$ cat config.mk
export PLATFORM = sky130hd
export DESIGN_NAME = fnd_scan_ctrl
export DESIGN_NICKNAME = d
export VERILOG_FILES = /design/src/rtl/fnd_scan_ctrl.sv
export SDC_FILE = /design/constraint.sdc
export NUM_CORES = 1
export LEC_CHECK = 0
export BUFFER_PORTS_ARGS = -buffer_cell sky130_fd_sc_hd__buf_2
export CORE_MARGIN = 1.5
export CORE_UTILIZATION = 30
export CTS_CLUSTER_SIZE = 12
export DETAILED_ROUTE_END_ITERATION = 10
export PLACE_DENSITY = 0.61
export SLEW_MARGIN = 30
export SYNTH_ARGS = -nofsm -noshare
export SYNTH_HDL_FRONTEND = slang
export SYNTH_SLANG_ARGS = --single-unit
$ cat constraint.sdc
create_clock -name clk -period 2.77 [get_ports clk]
set_input_delay 0.554 -clock clk [delete_from_list [all_inputs] [get_ports clk]]
set_output_delay 0.554 -clock clk [all_outputs]
set_load 0.01 [all_outputs]
$ cat src/rtl/fnd_scan_ctrl.sv
// Multiplexed 7-segment scan controller: prescaler, digit sequencer, hex decode, blanking.
// Optional FND_GHOST_BLANK_EN inserts GUARD_CYCLES dark cycles at the start of every slot.
module fnd_scan_ctrl #(
  parameter int DIGITS       = 4,
  parameter int SCAN_DIV     = 16,
  parameter int GUARD_CYCLES = 2,
  localparam int IW          = (DIGITS > 1) ? $clog2(DIGITS) : 1
) (
  input  logic                  clk,
  input  logic                  reset_n,
  input  logic                  enable,
  input  logic [4*DIGITS-1:0]   value,
  input  logic [DIGITS-1:0]     dp,
  input  logic [DIGITS-1:0]     blank_mask,
  input  logic                  lz_suppress,
  output logic [DIGITS-1:0]     com,
  output logic [7:0]            seg,
  output logic [IW-1:0]         digit_idx,
  output logic                  scan_tick
);

  localparam int PW = $clog2(SCAN_DIV);
`ifdef FND_GHOST_BLANK_EN
  localparam bit GUARD_ON = 1'b1;
`else
  localparam bit GUARD_ON = 1'b0;
`endif

  logic [PW-1:0]     presc_q, presc_d;
  logic [IW-1:0]     idx_q, idx_d;
  logic [DIGITS-1:0] com_q, com_d;
  logic [7:0]        seg_q, seg_d;
  logic [DIGITS-1:0] lz_s;
  logic [3:0]        nib_s;
  logic              last_s;
  logic              guard_s;

  // Active-low segments a..g for one hex nibble.
  function automatic logic [6:0] hex7(input logic [3:0] n);
    logic [6:0] r;
    case (n)
      4'h0: r = 7'h40;
      4'h1: r = 7'h79;
      4'h2: r = 7'h24;
      4'h3: r = 7'h30;
      4'h4: r = 7'h19;
      4'h5: r = 7'h12;
      4'h6: r = 7'h02;
      4'h7: r = 7'h78;
      4'h8: r = 7'h00;
      4'h9: r = 7'h10;
      4'hA: r = 7'h08;
      4'hB: r = 7'h03;
      4'hC: r = 7'h46;
      4'hD: r = 7'h21;
      4'hE: r = 7'h06;
      4'hF: r = 7'h0E;
      default: r = 7'h7F;
    endcase
    return r;
  endfunction

  assign last_s    = (presc_q == PW'(SCAN_DIV - 1));
  assign guard_s   = GUARD_ON && (presc_q < PW'(GUARD_CYCLES));
  assign nib_s     = value[4*idx_q +: 4];
  assign scan_tick = reset_n & enable & last_s;
  assign com       = com_q;
  assign seg       = seg_q;
  assign digit_idx = idx_q;

  always_comb begin
    presc_d = presc_q;
    idx_d   = idx_q;
    if (enable) begin
      if (last_s) begin
        presc_d = '0;
        idx_d   = (idx_q == IW'(DIGITS - 1)) ? '0 : idx_q + 1'b1;
      end else begin
        presc_d = presc_q + 1'b1;
      end
    end else begin
      presc_d = presc_q;
      idx_d   = idx_q;
    end
  end

  // lz_s[i]: every nibble from i up to the top digit is zero; digit 0 never qualifies.
  always_comb begin
    logic upper_zero;
    upper_zero = 1'b1;
    lz_s       = '0;
    for (int i = DIGITS - 1; i >= 1; i--) begin
      upper_zero = upper_zero & (value[4*i +: 4] == 4'h0);
      lz_s[i]    = upper_zero;
    end
  end

  always_comb begin
    com_d = '1;
    seg_d = 8'hFF;
    if (!enable || guard_s) begin
      com_d = '1;
      seg_d = 8'hFF;
    end else begin
      for (int i = 0; i < DIGITS; i++) begin
        com_d[i] = (idx_q != IW'(i));
      end
      // Blanked digits keep their common low so the slot timing stays uniform.
      if (blank_mask[idx_q]) begin
        seg_d = 8'hFF;
      end else if (lz_suppress && lz_s[idx_q]) begin
        seg_d = {~dp[idx_q], 7'h7F};
      end else begin
        seg_d = {~dp[idx_q], hex7(nib_s)};
      end
    end
  end

  always_ff @(posedge clk) begin
    if (!reset_n) begin
      presc_q <= '0;
      idx_q   <= '0;
      com_q   <= '1;
      seg_q   <= 8'hFF;
    end else begin
      presc_q <= presc_d;
      idx_q   <= idx_d;
      com_q   <= com_d;
      seg_q   <= seg_d;
    end
  end

endmodule

==> flow_metrics.py <==
metrics = {
    "status": {
        "status": "finished clean",
    },
    "floorplan": {
        "initial_core_util": 0.3148,
        "rows": 22,
        "dieArea_um2": 4222,
        "io_pins": 43,
        "die_h_um": 64.98,
        "coreArea_um2": 3661,
        "die_x_um": 64.98,
    },
    "critical_path": {
        "critical_path_buf_inv_count": 0,
        "worst_r2r_path_depth": 6,
        "r2r-end": "seg[0]",
        "max_stage_delay_ns": 0.65,
        "critical-path-top-delay-family": "multiplexers",
        "critPathCapture": "seg[0]",
        "cp_cell_sequence": "mux4_2 > ha_1 > nor3_1 > nor3_1 > a21oi_1 > o21ai_0",
        "critPathLaunchType": "flop",
        "required_ns": 2.89,
        "slowest_stage": "mux4_2",
        "crit_arrival_ns": 2.30,
        "path_class": "reg2reg",
        "cp_max_fo": 10,
        "cp-end-kind": "flop",
        "ff2ff_setup_slack_ns": 0.59,
        "rr_startpoint": "digit_idx[0]",
        "crit_top_cell": "nor3_1",
        "path_depth": 6,
        "crit_start": "digit_idx[0]",
    },
    "synth": {
        "synth_cell_types": 33,
        "synth_area_per_cell_um2": 10.20,
        "yosysWarningCount": 0,
        "syn_nets": 152,
        "ys_seq_area_frac": 0.3127,
        "yosys.area.top_type": "dfxtp_1",
        "synth_most_common_cell": "dfxtp_1",
        "synth.cell_area_um2": 1152,
        "syn_inst": 113,
        "synth_area_leaders": "dfxtp_1, ha_1, mux4_2",
        "synth_edf_count": 0,
        "synthTopCellsByCount": "dfxtp_1, ha_1, nand2_1",
        "synth-main-ff-cell": "dfxtp_1",
        "ys_ff_latch": 18,
        "ys_async_sr_fraction": 0,
        "synth.top_cell.area_share": 0.3127,
    },
    "detailed_routing": {
        "wire_per_inst_um": 13.01,
        "wirelength_um": 2680,
        "ant_nets": 0,
        "num_vias": 1020,
        "viasPerCell": 4.951,
        "first_iter_violations": 21,
        "drc": 0,
        "drt_pre_antenna_iters": 4,
    },
    "grt": {
        "grt_max_degree": 11,
        "grt_pass1_wl_um": 4581,
        "antenna_found_initial": 0,
        "track_usage": 0.1376,
        "grt.overflow.total": 0,
        "grt_pass1_vias": 1005,
    },
    "final_layout": {
        "n_antenna_cell": 0,
        "drive_gt1_frac": 0.3734,
        "multiInputGateArea_um2": 747.0,
        "nNetsFinal": 198,
        "fillCellCount": 355,
        "final_cells": 206,
        "syn_to_final_growth_pct": 27.58,
        "regArea_um2": 360.3,
    },
    "power": {
        "intPower_w": 0.0004403,
        "p_leak_nw": 0.6253,
        "power_switching_share": 0.2481,
        "p_per_area_nw_per_um2": 398.3,
        "p_sw_w": 0.0001453,
        "ir_drop_mv": 0.1252,
        "comb_power_share": 0.167,
        "clkPwrFrac": 0.370,
        "p_seq_frac": 0.464,
    },
    "sta": {
        "report.final.slew_viol_count": 0,
        "slew-limit-headroom": 0.6357,
        "whs_ns": 0.5109,
        "worst_pin_slew_ns": 0.5414,
        "max_freq_ghz": 0.4588,
        "tns_ns": 0,
        "fin_worst_skew_ns": 0.003667,
        "final-hold-violation-count": 0,
        "period_share": 0.7869,
        "rsz0062_at_grt": "no",
        "setup_viol": 0,
        "min_period_ns": 2.180,
    },
    "clocking": {
        "clk_path_buf_depth": 2,
        "cts-htree-levels": 1,
        "cts_setup_buffers": 0,
        "cts_made_buffers": 3,
        "path_clk_slew_ns": 0.07,
        "cts_resized": 0,
        "clkLatencyLatePin_ns": 0.26,
        "clock-root-buffer": "clkbuf_8",
        "hold_buffers": 0,
        "cts_tree": "built",
        "clock-sinks": 18,
    },
    "placement": {
        "placed_cells_incl_taps": 202,
        "buffer_ports.inserted": 42,
        "hpwl_um": 2199,
        "gp_congestion": 0.8545,
    },
    "flow_run": {
        "cap_violations": 0,
    },
    "worst_hold_path": {
        "hold_path.class": "reg2reg",
    },
}
[registers in the layout, summed over array words and instances, names as in the netlist]
register,cells
seg,8
digit_idx,2
com,4
presc_q,4
[cell families (layout without fill, tap and decap cells)]
kind of cell,Yosys count,after routing,synth area share
AOI/OAI and AO/OA,19,19,0.1238
xor gates and xnor gates,4,4,0.03041
adders and majority gates,11,11,0.1194
buffers and inverters,9,54,0.03909
DFF,18,18,0.3127
muxes,16,16,0.2063
and+or+nand+nor,36,36,0.1683
[cell type report]
type / instances / area share
inverter: 6 / 0.01532
timing repair buffer: 44 / 0.1532
tap: 48 / 0.04085
clock buffer: 4 / 0.03745
sequential: 18 / 0.2451
multi-input combinational: 86 / 0.5081
[worst min-delay path by stage]
stage,start,endpoint,slack [ns],cells after the start
final,presc_q[3],presc_q[3],0.51,2
after global routing,presc_q[3],presc_q[3],0.55,2
after CTS,presc_q[3],presc_q[3],0.51,2
after detailed placement,presc_q[3],presc_q[3],0.50,2
after global placement,presc_q[3],presc_q[3],0.47,2
after floorplan,presc_q[3],presc_q[3],0.46,2
[through the flow]
stage / power, W / util / worst slack (ns) / area (um2)
after global routing: 0.0006144 / 0.4016 / 0.4242 / 1470
final: 0.0005856 / 0.4016 / 0.5902 / 1470
after detailed placement: 0.0003753 / 0.3865 / 0.5939 / 1415
after global placement: 0.0003714 / 0.3865 / 0.6518 / 1415
after CTS: 0.0005927 / 0.4016 / 0.5769 / 1470
after floorplan: 0.0003348 / - / 0.7656 / 1152
[layout by cell type, fill, tap and decap left out, types with 4 or more instances in the layout]
cell type   n
o21ai_0     4
nand3_1     5
mux4_2      4
a21oi_1     6
mux2i_1     8
ha_1       11
clkbuf_8    4
inv_1       6
buf_2      42
nor2_1      7
dfxtp_1    18
nand2_1     9
[worst reg2reg max path: cells and delay by family, from the launching register on]
kind / cells / cell delay [ns]
muxes: 1 / 0.66
DFF: 1 / 0.58
and+or+nand+nor: 2 / 0.30
adders and majority gates: 1 / 0.29
AOI/OAI and AO/OA: 2 / 0.21
[power by group through the flow]
stage	sequential, W	combinational [W]	clock [W]
after floorplan	0.000280	0.0000552	0
after global placement	0.000277	0.0000944	0
after detailed placement	0.000278	0.0000977	0
after CTS	0.000272	0.0000983	0.000223
after global routing	0.000273	0.000109	0.000233
final	0.000271	0.0000977	0.000216
[per-layer routing]
layer  track usage  wire length, um
met5             0                0
met2        0.2255             1260
met1        0.1766             1167
met4       0.06383               58
met3       0.02083              194
Power figures use the tool's default switching activity.
